## config.mk

```make
export PLATFORM = sky130hd
export DESIGN_NAME = flop_fifo_wm
export DESIGN_NICKNAME = d
export VERILOG_FILES = /design/src/rtl/flop_fifo_wm.sv
export SDC_FILE = /design/constraint.sdc
export NUM_CORES = 1
export LEC_CHECK = 0
export CAP_MARGIN = 20
export CORE_MARGIN = 4
export CORE_UTILIZATION = 60
export CTS_BUF_LIST = sky130_fd_sc_hd__clkbuf_8
export DETAILED_ROUTE_END_ITERATION = 8
export HOLD_SLACK_MARGIN = 0.06
export PLACE_DENSITY = 0.81
export SYNTH_ARGS = -nofsm -noshare
export SYNTH_HDL_FRONTEND = slang
export SYNTH_SLANG_ARGS = --single-unit
export TNS_END_PERCENT = 50
```

## constraint.sdc

```tcl
create_clock -name clk -period 5.45 [get_ports clk]
set_clock_uncertainty 0.2 [all_clocks]
set_input_delay 0.8175 -clock clk [delete_from_list [all_inputs] [get_ports clk]]
set_output_delay 0.8175 -clock clk [all_outputs]
set_load 0.03 [all_outputs]
```

## src/rtl/flop_fifo_wm.sv

```systemverilog
// Flop-based FIFO with first-word-fall-through output, occupancy and watermark
// status, sticky overflow/underflow errors and a peak-occupancy tracker.
module flop_fifo_wm #(
  parameter  int WIDTH = 8,
  parameter  int DEPTH = 16,
  localparam int CNT_W = $clog2(DEPTH + 1)
) (
  input  logic             clk,
  input  logic             rst,
  input  logic             clr,
  input  logic [CNT_W-1:0] cfg_watermark,
  input  logic             push,
  input  logic [WIDTH-1:0] push_data,
  output logic             push_rdy,
  input  logic             pop,
  output logic [WIDTH-1:0] pop_data,
  output logic             data_valid,
  output logic [CNT_W-1:0] count,
  output logic             half_full,
  output logic             watermark,
  output logic             full,
  input  logic             err_clr,
  output logic             ovf_err,
  output logic             unf_err,
  output logic [CNT_W-1:0] peak
);

  localparam int PTR_W = (DEPTH > 1) ? $clog2(DEPTH) : 1;

  logic [WIDTH-1:0] mem_q [DEPTH];
  logic [PTR_W-1:0] wr_ptr_q, wr_ptr_d;
  logic [PTR_W-1:0] rd_ptr_q, rd_ptr_d;
  logic [CNT_W-1:0] count_q, count_d;
  logic [CNT_W-1:0] peak_q, peak_d;
  logic             ovf_q, ovf_d;
  logic             unf_q, unf_d;

  logic full_s, data_valid_s;
  logic push_acc_s, pop_acc_s, ovf_set_s, unf_set_s;

  // Pointers wrap explicitly at DEPTH-1 so non-power-of-two depths work.
  function automatic logic [PTR_W-1:0] ptr_inc(input logic [PTR_W-1:0] p);
    if (p == PTR_W'(DEPTH - 1)) begin
      return '0;
    end else begin
      return p + PTR_W'(1);
    end
  endfunction

  assign full_s       = (count_q == CNT_W'(DEPTH));
  assign data_valid_s = (count_q != '0);

  // A flush cycle swallows push/pop entirely, including their error events.
  assign push_acc_s = push && !full_s && !clr;
  assign pop_acc_s  = pop && data_valid_s && !clr;
  assign ovf_set_s  = push && full_s && !clr;
  assign unf_set_s  = pop && !data_valid_s && !clr;

  // Next-state for pointers, occupancy, peak and sticky errors.
  always_comb begin
    wr_ptr_d = wr_ptr_q;
    rd_ptr_d = rd_ptr_q;
    count_d  = count_q;
    if (clr) begin
      wr_ptr_d = '0;
      rd_ptr_d = '0;
      count_d  = '0;
    end else begin
      if (push_acc_s) begin
        wr_ptr_d = ptr_inc(wr_ptr_q);
      end else begin
        wr_ptr_d = wr_ptr_q;
      end
      if (pop_acc_s) begin
        rd_ptr_d = ptr_inc(rd_ptr_q);
      end else begin
        rd_ptr_d = rd_ptr_q;
      end
      case ({push_acc_s, pop_acc_s})
        2'b10:   count_d = count_q + CNT_W'(1);
        2'b01:   count_d = count_q - CNT_W'(1);
        default: count_d = count_q;
      endcase
    end

    if (clr) begin
      peak_d = '0;
    end else if (count_d > peak_q) begin
      peak_d = count_d;
    end else begin
      peak_d = peak_q;
    end

    // A set event outranks a same-cycle clear.
    if (ovf_set_s) begin
      ovf_d = 1'b1;
    end else if (err_clr) begin
      ovf_d = 1'b0;
    end else begin
      ovf_d = ovf_q;
    end
    if (unf_set_s) begin
      unf_d = 1'b1;
    end else if (err_clr) begin
      unf_d = 1'b0;
    end else begin
      unf_d = unf_q;
    end
  end

  // Control state registers.
  always_ff @(posedge clk or posedge rst) begin
    if (rst) begin
      wr_ptr_q <= '0;
      rd_ptr_q <= '0;
      count_q  <= '0;
      peak_q   <= '0;
      ovf_q    <= 1'b0;
      unf_q    <= 1'b0;
    end else begin
      wr_ptr_q <= wr_ptr_d;
      rd_ptr_q <= rd_ptr_d;
      count_q  <= count_d;
      peak_q   <= peak_d;
      ovf_q    <= ovf_d;
      unf_q    <= unf_d;
    end
  end

  // Data storage is not reset; validity comes from the occupancy count.
  always_ff @(posedge clk) begin
    if (push_acc_s) begin
      mem_q[wr_ptr_q] <= push_data;
    end
  end

  assign pop_data   = mem_q[rd_ptr_q];
  assign data_valid = data_valid_s;
  assign push_rdy   = !full_s;
  assign full       = full_s;
  assign half_full  = (count_q >= CNT_W'(DEPTH / 2));
  assign watermark  = (count_q >= cfg_watermark);
  assign count      = count_q;
  assign peak       = peak_q;
  assign ovf_err    = ovf_q;
  assign unf_err    = unf_q;

endmodule
```

After elaboration in Yosys (flattened, before gate mapping):

Memory sizes are Yosys's and may differ from the RTL's.
Index checks and enable logic that the tools add are counted.

* register bits after elaboration: 20
* memory bits (writable): 128
* input bits: 19
* word-level logic and storage cells: 51
* memories: 1

Memory list
* mem_q: words 16, width 8, read ports 1, clocked after memory_dff 0, wr ports 1, line 30 `logic [WIDTH-1:0] mem_q [DEPTH];`

* add/sub/neg operators: 4
* order comparisons: 3
* equal/unequal tests: 5
* multiplexer cells: 15
* reductions and logical operators: 17

Operators by type and width (number)
* two-way mux 4 bit: 6
* two-way mux 5 bit: 3
* one-hot mux 5 bit (2 select lines): 1
* nonzero test 2 bit: 5
* adder 4 x 1 -> 4 bit (second input constant): 2
* equality test 4 bit (second input constant): 2
* logical AND 1 bit: 8
* adder 5 x 1 -> 5 bit (second input constant): 1
* equality test 5 bit (second input constant): 1
* >= comparator 5 x 4 -> 1 bit (second input constant): 1
* >= comparator 5 bit: 1
* greater-than comparator 5 bit: 1
* two-way mux 1 bit: 5
* nonzero test 5 bit: 1
* subtractor 5 x 1 -> 5 bit (second input constant): 1
* zero test 1 bit: 3
* equality test 2 x 1 -> 1 bit (second input constant): 1
* equality test 2 bit (second input constant): 1

Depth between registers and ports, before layout:

Gate-level depths: netlist of the first run.

* word-level depth: 10
* gate-level depth with buffers: 20
* gate-level depth less buffers: 18

Least setup slack after synthesis of the first run:

No wires, ideal clock.

* path kind: reg2reg
* from: register count_q[2] (netlist: count[2])
* to: register peak_q[0] (netlist: peak[0])
* library setup time: 0.125 ns
* arrival time: 4.443 ns
* setup slack: 0.682 ns
* cell stages (with the launch flop): 21
* period minus slack after synthesis: 4.768 ns
* cells stage by stage: dfrtp_1 -> buf_2 -> or4_4 -> nor2_1 -> inv_2 -> and3_1 -> ha_1 -> buf_2 -> xor2_1 -> ha_1 -> a21oi_1 -> or3b_2 -> a31oi_1 -> xnor2_1 -> nor2_1 -> ha_1 -> nand2_1 -> o22ai_1 -> a21oi_1 -> nor2_1 -> mux2_2

* elaborated cells between the ends (all ways): 17
* those cells by class: add/sub: 2; order compare: 1; eq/ne: 3; mux: 4; reduce/logical: 7

RTL lines
* start, declared: line 33 `logic [CNT_W-1:0] count_q, count_d;`
* start signal, assigned: line 123 `count_q <= count_d;`
* nonzero test 5 bit (*): line 51 `assign data_valid_s = (count_q != '0);`
* named net data_valid: line 17 `output logic data_valid,`
* logical AND 1 bit (*) (2 in a row): line 55 `assign pop_acc_s = pop && data_valid_s && !clr;`
* equality test 2 x 1 -> 1 bit or equality test 2 bit (tied branches): line 79 `case ({push_acc_s, pop_acc_s})`
* one-hot mux 5 bit (2 select lines) (*): line 79
* two-way mux 5 bit (*): line 64 `if (clr) begin`
* named net count_d[4]: line 33
* greater-than comparator 5 bit (*): line 88 `end else if (count_d > peak_q) begin`
* nonzero test 2 bit (no line) (*)
* end signal, assigned: line 124 `peak_q <= peak_d;`
* end, declared: line 34 `logic [CNT_W-1:0] peak_q, peak_d;`

The timed path passes the listed nets; every way through them passes the cells marked *. The select of a mux whose other input is x is not followed.
A chain may end at the register's enable or synchronous reset.

Worst setup path after layout of the first run:

* from: register count_q[3] (netlist: count[3])
* to: register peak_q[2] (netlist: peak[2])

* longest elaborated chain between the ends: 9
* elaborated cells between the ends (all ways): 17
* those cells by class: add/sub: 2; order compare: 1; eq/ne: 3; mux: 4; reduce/logical: 7

Ends and longest elaborated chain
* equality test 5 bit: line 50 `assign full_s = (count_q == CNT_W'(DEPTH));`
* zero test 1 bit: line 54 `assign push_acc_s = push && !full_s && !clr;`
* logical AND 1 bit (2 in a row): line 54
* equality test 2 x 1 -> 1 bit or equality test 2 bit (tied branches): line 79
* one-hot mux 5 bit (2 select lines) (*): line 79
* two-way mux 5 bit (*): line 64
* named net count_d[4]: line 33
* greater-than comparator 5 bit (*): line 88
* nonzero test 2 bit (no line) (*)

Marked as above.

==> impl_metrics.py, run 1 <==
metrics = {
    "run_status": {
        "status": "finished, final reports clean",
    },
    "layout": {
        "final_cell_mix": "128 x edfxtp_1, 43 x clkdlybuf4s50_1, 27 x mux4_1, 24 x nor2_1, 20 x dfrtp_1",
        "diodes": 0,
        "layout_commonest_cell": "edfxtp_1",
        "area_delta_synth_final_pct": 14.7,
        "fin_nets": 443,
        "layout-drive-gt1-share_pct": 14.1,
    },
    "yosys": {
        "synth.avg_cell_area_um2": 18.0,
        "synth_edf_count": 128,
        "yosys_warnings": 0,
        "syn_nets": 392,
        "syn_inst": 355,
        "synth-seq-cells": 148,
        "yosysSeqAreaShare_pct": 67.8,
        "synth_ff_type": "edfxtp_1",
        "synthArstFlopShare_pct": 13.5,
        "synth.distinct_cells": 46,
        "syn_area_mm2": 0.00641,
    },
    "setup_path": {
        "worstRegToRegCells": 19,
        "timing.rr.start": "count[3]$_DFF_PP0_",
        "startpoint_type": "flop",
        "max_stage_delay_ps": 590,
        "r2r_end": "peak[2]$_DFFE_PP0P_",
        "required_ps": 5580,
        "rrSetupSlack_ps": 720,
        "slowest_stage": "or4_4",
        "critPathArrivalTime_ps": 4870,
        "worstPathMaxFanout": 8,
        "setup.worst_path.class": "reg -> reg",
        "worstPathCellList": "or4_4 > o21ai_2 > nor2_1 > inv_1 > ha_1 > xor2_1 > ha_1 > a21oi_1 > or3b_2 > a31oi_1 > xnor2_1 > nor2_1 > ha_1 > nand2_1 > o22ai_1 > a21oi_1 > buf_4 > nor3_1 > a31o_2",
        "cp_common_cell": "ha_1",
        "crit_path_end_kind": "flop",
    },
    "detailed_routing": {
        "firstDrtPassIters": 6,
        "vias": 3457,
        "wirelength_um": 12600,
        "wl_per_cell_um": 22.8,
        "via_per_inst": 6.23,
        "drt_iter0_markers": 307,
        "drc_errors": 0,
        "antenna_left": 0,
    },
    "sta": {
        "max_freq_mhz": 211,
        "layout_setup_ws_ps": 715,
        "drv_slew": 0,
        "rsz0062_at_grt": "false",
        "setup_tns_ps": 0,
        "setup_violations": 0,
        "period_share_pct": 86.9,
        "finalHoldViolCount": 0,
        "max-slew-margin-rel_pct": 36.8,
        "tightestPinTransition_ps": 943,
        "fin_crit_ps": 4730,
    },
    "power_and_ir_drop": {
        "p_leak_nw": 2.58,
        "vdd_drop_max_v": 0.000250,
        "power_density_mw_per_mm2": 354,
    },
    "global_routing": {
        "met2_usage_pct": 35.0,
        "gr-total-overflow": 0,
        "met3_usage_pct": 4.78,
        "grt_pass1_wl_um": 20300,
        "antenna_found_initial": 0,
        "grt.busiest_layer": "met2",
        "grt_max_degree": 31,
        "track_usage_pct": 21.9,
        "grt_use_met1_pct": 31.1,
        "grt_pass1_vias": 3454,
    },
    "clocking": {
        "cts_buffer_depth": 2,
        "ctsResizeCount": 0,
        "cts.clk_slew.worst_paths_ps": 90,
        "clk_latency_ps": 440,
        "clock_sinks": 148,
        "root_buffer": "clkbuf_8",
        "post_cts_buffers": 0,
        "cts_hold_buffers": 0,
        "cts_buffers": 17,
        "h-tree-depth": 4,
        "cts_tree": "built",
    },
    "floorplanning": {
        "rows": 37,
        "pin_count": 44,
        "dieWidth_um": 111,
        "initial_utilization_pct": 61.8,
        "dieArea_mm2": 0.0124,
        "dieHeight_um": 111,
        "core_mm2": 0.0104,
    },
    "worst_hold_path": {
        "min_to": "unf_err$_DFFE_PP0P_",
        "hp-class": "reg -> reg",
        "whs_path_depth": 1,
        "hold_path.startpoint": "unf_err$_DFFE_PP0P_",
    },
    "job": {
        "maxCapViolCount": 0,
    },
    "placed_design": {
        "io_buffer_count": 43,
        "place_ws_ps": 369,
        "gp_congestion": 0.820,
        "hpwl_um": 8310,
    },
}
## layout make-up
type	count	area, um^2
Clock buffer	17	234
Timing Repair Buffer	49	475
Sequential cell	148	4340
Multi-Input combinational cell	171	1900
Inverter	19	71.3
Fill cell	644	3020
Tap cell	136	170
Clock inverter	15	159
## critical path, delay by kind of cell, from the launching register on
family / cells / cell delay (ps)
XOR/XNOR: 2 / 410
AO/OA/AOI/OAI: 6 / 960
adder cells (fa/ha/maj): 3 / 870
buffers and inverters: 2 / 310
AND/OR/NAND/NOR: 6 / 1370
flip-flops: 1 / 510
## cells in the mapped netlist, types with 3 or more instances
master	n	share of area [%]
a21o_1	6	0.70
xor2_1	6	0.82
nor2_1	24	1.4
clkbuf_1	7	0.41
mux4_1	27	11
nor3_1	6	0.47
buf_2	4	0.31
inv_1	18	1.1
o21ai_0	3	0.23
nand3_1	6	0.47
dfrtp_1	20	7.8
a21oi_1	12	0.94
ha_1	18	3.5
mux4_2	13	4.6
nand2b_1	4	0.39
nand2_1	14	0.82
edfxtp_1	128	60
## layer usage
layer	share of wire, %	wire length [um]
met2	50	6310
met5	0	0
met3	7.1	893
met1	42	5260
met4	1.4	182
## through the flow
stage               utilization (%)  instance area, um^2  total power (W)  hold WS, ps  std cells
CTS                            70.9                 7350          0.00261          321        555
floorplan                         -                 6410          0.00163          356        355
detailed placement             67.1                 6960          0.00178          302        523
global placement               67.1                 6960          0.00177          295        523
global route                   70.9                 7350          0.00272          342        555
finish                         70.9                 7350          0.00260          318        555
## worst max path at each step
stage                             from                  end  depth (start not counted)
global placement                   clr  peak[2]$_DFFE_PP0P_                         18
global route        count[3]$_DFF_PP0_  peak[3]$_DFFE_PP0P_                         19
detailed placement                 clr  peak[2]$_DFFE_PP0P_                         18
floorplan           count[2]$_DFF_PP0_  peak[0]$_DFFE_PP0P_                         20
finish              count[3]$_DFF_PP0_  peak[2]$_DFFE_PP0P_                         19
CTS                 count[3]$_DFF_PP0_  peak[2]$_DFFE_PP0P_                         19
## cell families after synthesis
| logic type | Yosys count | synth area share (%) |
|---|---|---|
| buffers and inverters | 36 | 2.77 |
| xor gates and xnor gates | 8 | 1.09 |
| and+or+nand+nor | 67 | 5.06 |
| adders and majority gates | 18 | 3.52 |
| muxes | 43 | 16.1 |
| AOI/OAI and AO/OA | 35 | 3.63 |
| DFF | 148 | 67.8 |
## state kept, by name, summed over array words and instances (netlist names)
name / cells
unf_err: 1
wr_ptr_q: 4
mem_q: 128
count: 5
rd_ptr_q: 4
ovf_err: 1
peak: 5
## power breakdown
group	switching, W	internal (W)	total (W)
Combinational	0.000250	0.000218	0.000467
Clock	0.000459	0.000383	0.000841
Sequential	0.0000332	0.00126	0.00129
Power figures use the tool's default switching activity.
==> inputs of run 2 (changes only) <==
--- a/config.mk
+++ b/config.mk
@@ -12,6 +12,7 @@
 export DETAILED_ROUTE_END_ITERATION = 8
 export HOLD_SLACK_MARGIN = 0.06
 export PLACE_DENSITY = 0.81
+export SLEW_MARGIN = 10
 export SYNTH_ARGS = -nofsm -noshare
 export SYNTH_HDL_FRONTEND = slang
 export SYNTH_SLANG_ARGS = --single-unit
==> results of run 2 <==
The final DEF is identical to that of run 1; final timing and power are the same.
==> inputs of run 3 (changes only) <==
--- a/config.mk
+++ b/config.mk
@@ -7,11 +7,11 @@
 export LEC_CHECK = 0
 export CAP_MARGIN = 20
 export CORE_MARGIN = 4
-export CORE_UTILIZATION = 60
+export CORE_UTILIZATION = 40
 export CTS_BUF_LIST = sky130_fd_sc_hd__clkbuf_8
 export DETAILED_ROUTE_END_ITERATION = 8
+export GPL_ROUTABILITY_DRIVEN = 0
 export HOLD_SLACK_MARGIN = 0.06
-export PLACE_DENSITY = 0.81
 export SLEW_MARGIN = 10
 export SYNTH_ARGS = -nofsm -noshare
 export SYNTH_HDL_FRONTEND = slang
==> run 3 against run 2 <==
Net effect:
- worst setup slack got worse by 34 ps
- combinational power fell by 4.5%
- global-route usage fell by 6.9 points
- die area is 46% higher
- final cell count up 15%
- sequential cell count is the same
- largest cell class unchanged
==> impl_metrics.py, run 3 (same netlist as run 1, synthesis figures left out) <==
metrics = {
    "worst_hold_path": {
        "hold_path.startpoint": "ovf_err$_DFFE_PP0P_",
        "hp-class": "reg -> reg",
        "whs_path_depth": 1,
        "min_to": "ovf_err$_DFFE_PP0P_",
    },
    "layout": {
        "diodes": 0,
        "final_cell_mix": "128 x edfxtp_1, 43 x clkdlybuf4s50_1, 27 x mux4_1, 24 x inv_1, 24 x nor2_1",
        "layout-drive-gt1-share_pct": 13.7,
        "area_delta_synth_final_pct": 16.2,
        "seq_area_mm2": 0.00435,
        "largest_reg_flops": 128,
        "top_register": "mem_q",
        "final_util_pct": 47.2,
        "multiInputGateArea_mm2": 0.00190,
        "fin_nets": 446,
        "layout_commonest_cell": "edfxtp_1",
        "fill_cells": 1334,
        "stdcell_area_mm2": 0.00744,
    },
    "detailed_routing": {
        "wirelength_um": 12700,
        "wl_per_cell_um": 20.0,
        "drc_errors": 0,
        "firstDrtPassIters": 4,
        "m1WireLength_um": 5260,
        "highest-signal-layer": "met4",
        "wl_met3_um": 692,
        "vias": 3357,
        "wl_met2_um": 6610,
        "drt_iter0_markers": 248,
        "via_per_inst": 5.26,
        "antenna_left": 0,
    },
    "clocking": {
        "h-tree-depth": 4,
        "cts.clk_slew.worst_paths_ps": 70,
        "clk_latency_ps": 430,
        "root_buffer": "clkbuf_8",
        "post_cts_buffers": 0,
        "cts_buffers": 17,
        "cts_hold_buffers": 0,
        "ctsResizeCount": 0,
        "cts_tree": "built",
        "cts_buffer_depth": 2,
        "clock_sinks": 148,
    },
    "sta": {
        "tightestPinTransition_ps": 1150,
        "max_freq_mhz": 210,
        "max-slew-margin-rel_pct": 23.2,
        "setup_tns_ps": 0,
        "finalHoldViolCount": 0,
        "rsz0062_at_grt": "false",
        "fin_crit_ps": 4770,
        "period_share_pct": 87.5,
        "drv_slew": 0,
        "setup_violations": 0,
    },
    "floorplanning": {
        "pin_count": 44,
        "initial_utilization_pct": 40.6,
        "dieWidth_um": 135,
        "rows": 46,
        "dieArea_mm2": 0.0181,
        "core_mm2": 0.0158,
        "dieHeight_um": 135,
    },
    "setup_path": {
        "setup.worst_path.class": "reg -> reg",
        "max_stage_delay_ps": 600,
        "required_ps": 5570,
        "crit_path_end_kind": "flop",
        "worstRegToRegCells": 18,
        "rrSetupSlack_ps": 680,
        "r2r_end": "peak[0]$_DFFE_PP0P_",
        "timing.rr.start": "count[3]$_DFF_PP0_",
        "critPathArrivalTime_ps": 4890,
        "startpoint_type": "flop",
        "worstPathMaxFanout": 9,
        "slowest_stage": "or4_4",
        "worstPathCellList": "or4_4 > o21ai_2 > nor2_1 > inv_1 > ha_1 > xor2_1 > ha_1 > a21oi_1 > or3b_2 > a31oi_1 > xnor2_1 > nor2_1 > ha_1 > o22ai_1 > a21oi_1 > buf_4 > nor2_1 > mux2_2",
    },
    "global_routing": {
        "antenna_found_initial": 0,
        "grt_pass1_vias": 3360,
        "track_usage_pct": 15.0,
        "gr-total-overflow": 0,
        "grt_max_degree": 36,
        "grt_pass1_wl_um": 19700,
    },
    "job": {
        "maxCapViolCount": 0,
    },
    "placed_design": {
        "dpl_cell_area_mm2": 0.00707,
        "hpwl_um": 8140,
        "io_buffer_count": 43,
    },
    "power_and_ir_drop": {
        "power_density_mw_per_mm2": 339,
        "netSwitchingPower_w": 0.000654,
        "seqPwrFrac_pct": 51.7,
        "p_leak_nw": 2.59,
        "p_sw_share_pct": 25.9,
        "vdd_drop_max_v": 0.000151,
        "cell_internal_pwr_w": 0.00187,
        "power_frac_comb_pct": 17.7,
        "power_frac_clock_pct": 30.6,
    },
    "run_status": {
        "status": "finished, final reports clean",
    },
}
==> run 3: cell type report <==
| class | count | area share (%) |
|---|---|---|
| Sequential cell | 148 | 58.4 |
| Timing Repair Buffer | 52 | 6.69 |
| Inverter | 19 | 0.958 |
| Tap cell | 216 | 3.63 |
| Multi-Input combinational cell | 171 | 25.5 |
| Clock buffer | 17 | 3.14 |
| Clock inverter | 15 | 1.71 |
==> run 3: how the worst max path moves through the flow <==
stage | slack (ps) | from | to | cells past startpoint
after floorplan | 680 | count[2]$_DFF_PP0_ | peak[0]$_DFFE_PP0P_ | 20
after global placement | 500 | clr | peak[0]$_DFFE_PP0P_ | 17
after detailed placement | 360 | clr | peak[0]$_DFFE_PP0P_ | 17
after CTS | 680 | count[3]$_DFF_PP0_ | peak[0]$_DFFE_PP0P_ | 18
after global routing | 390 | count[3]$_DFF_PP0_ | peak[0]$_DFFE_PP0P_ | 18
final | 680 | count[3]$_DFF_PP0_ | peak[0]$_DFFE_PP0P_ | 18
==> run 3: through the flow <==
stage	std cells	worst slack, ps	total power, W	hold WS, ps
finish	638	681	0.00252	301
global route	638	392	0.00265	338
CTS	637	676	0.00256	311
detailed placement	605	363	0.00178	293
global placement	605	502	0.00178	277
floorplan	355	682	0.00163	356
==> run 3: metal layers <==
layer	up-vias	GRT usage [%]
met4	0	5.43
met2	88	24.9
met1	1731	19.1
met5	-	0
met3	11	3.95
li1	1527	-
==> run 3: worst max-delay path, delay by kind of cell, from the launching register on <==
| family | cells | cell delay [ps] |
|---|---|---|
| AOI/OAI and AO/OA | 5 | 740 |
| xor gates and xnor gates | 2 | 380 |
| adders and majority gates | 3 | 850 |
| buffers and inverters | 2 | 280 |
| DFF | 1 | 520 |
| muxes | 1 | 330 |
| and+or+nand+nor | 5 | 1380 |
==> run 3: power by group through the flow <==
| stage | clock (W) | sequential [W] | combinational [W] |
|---|---|---|---|
| finish | 0.000773 | 0.00131 | 0.000446 |
| floorplan | 0 | 0.00133 | 0.000298 |
| global route | 0.000845 | 0.00131 | 0.000491 |
| global placement | 0 | 0.00133 | 0.000446 |
| detailed placement | 0 | 0.00133 | 0.000450 |
| CTS | 0.000801 | 0.00131 | 0.000452 |
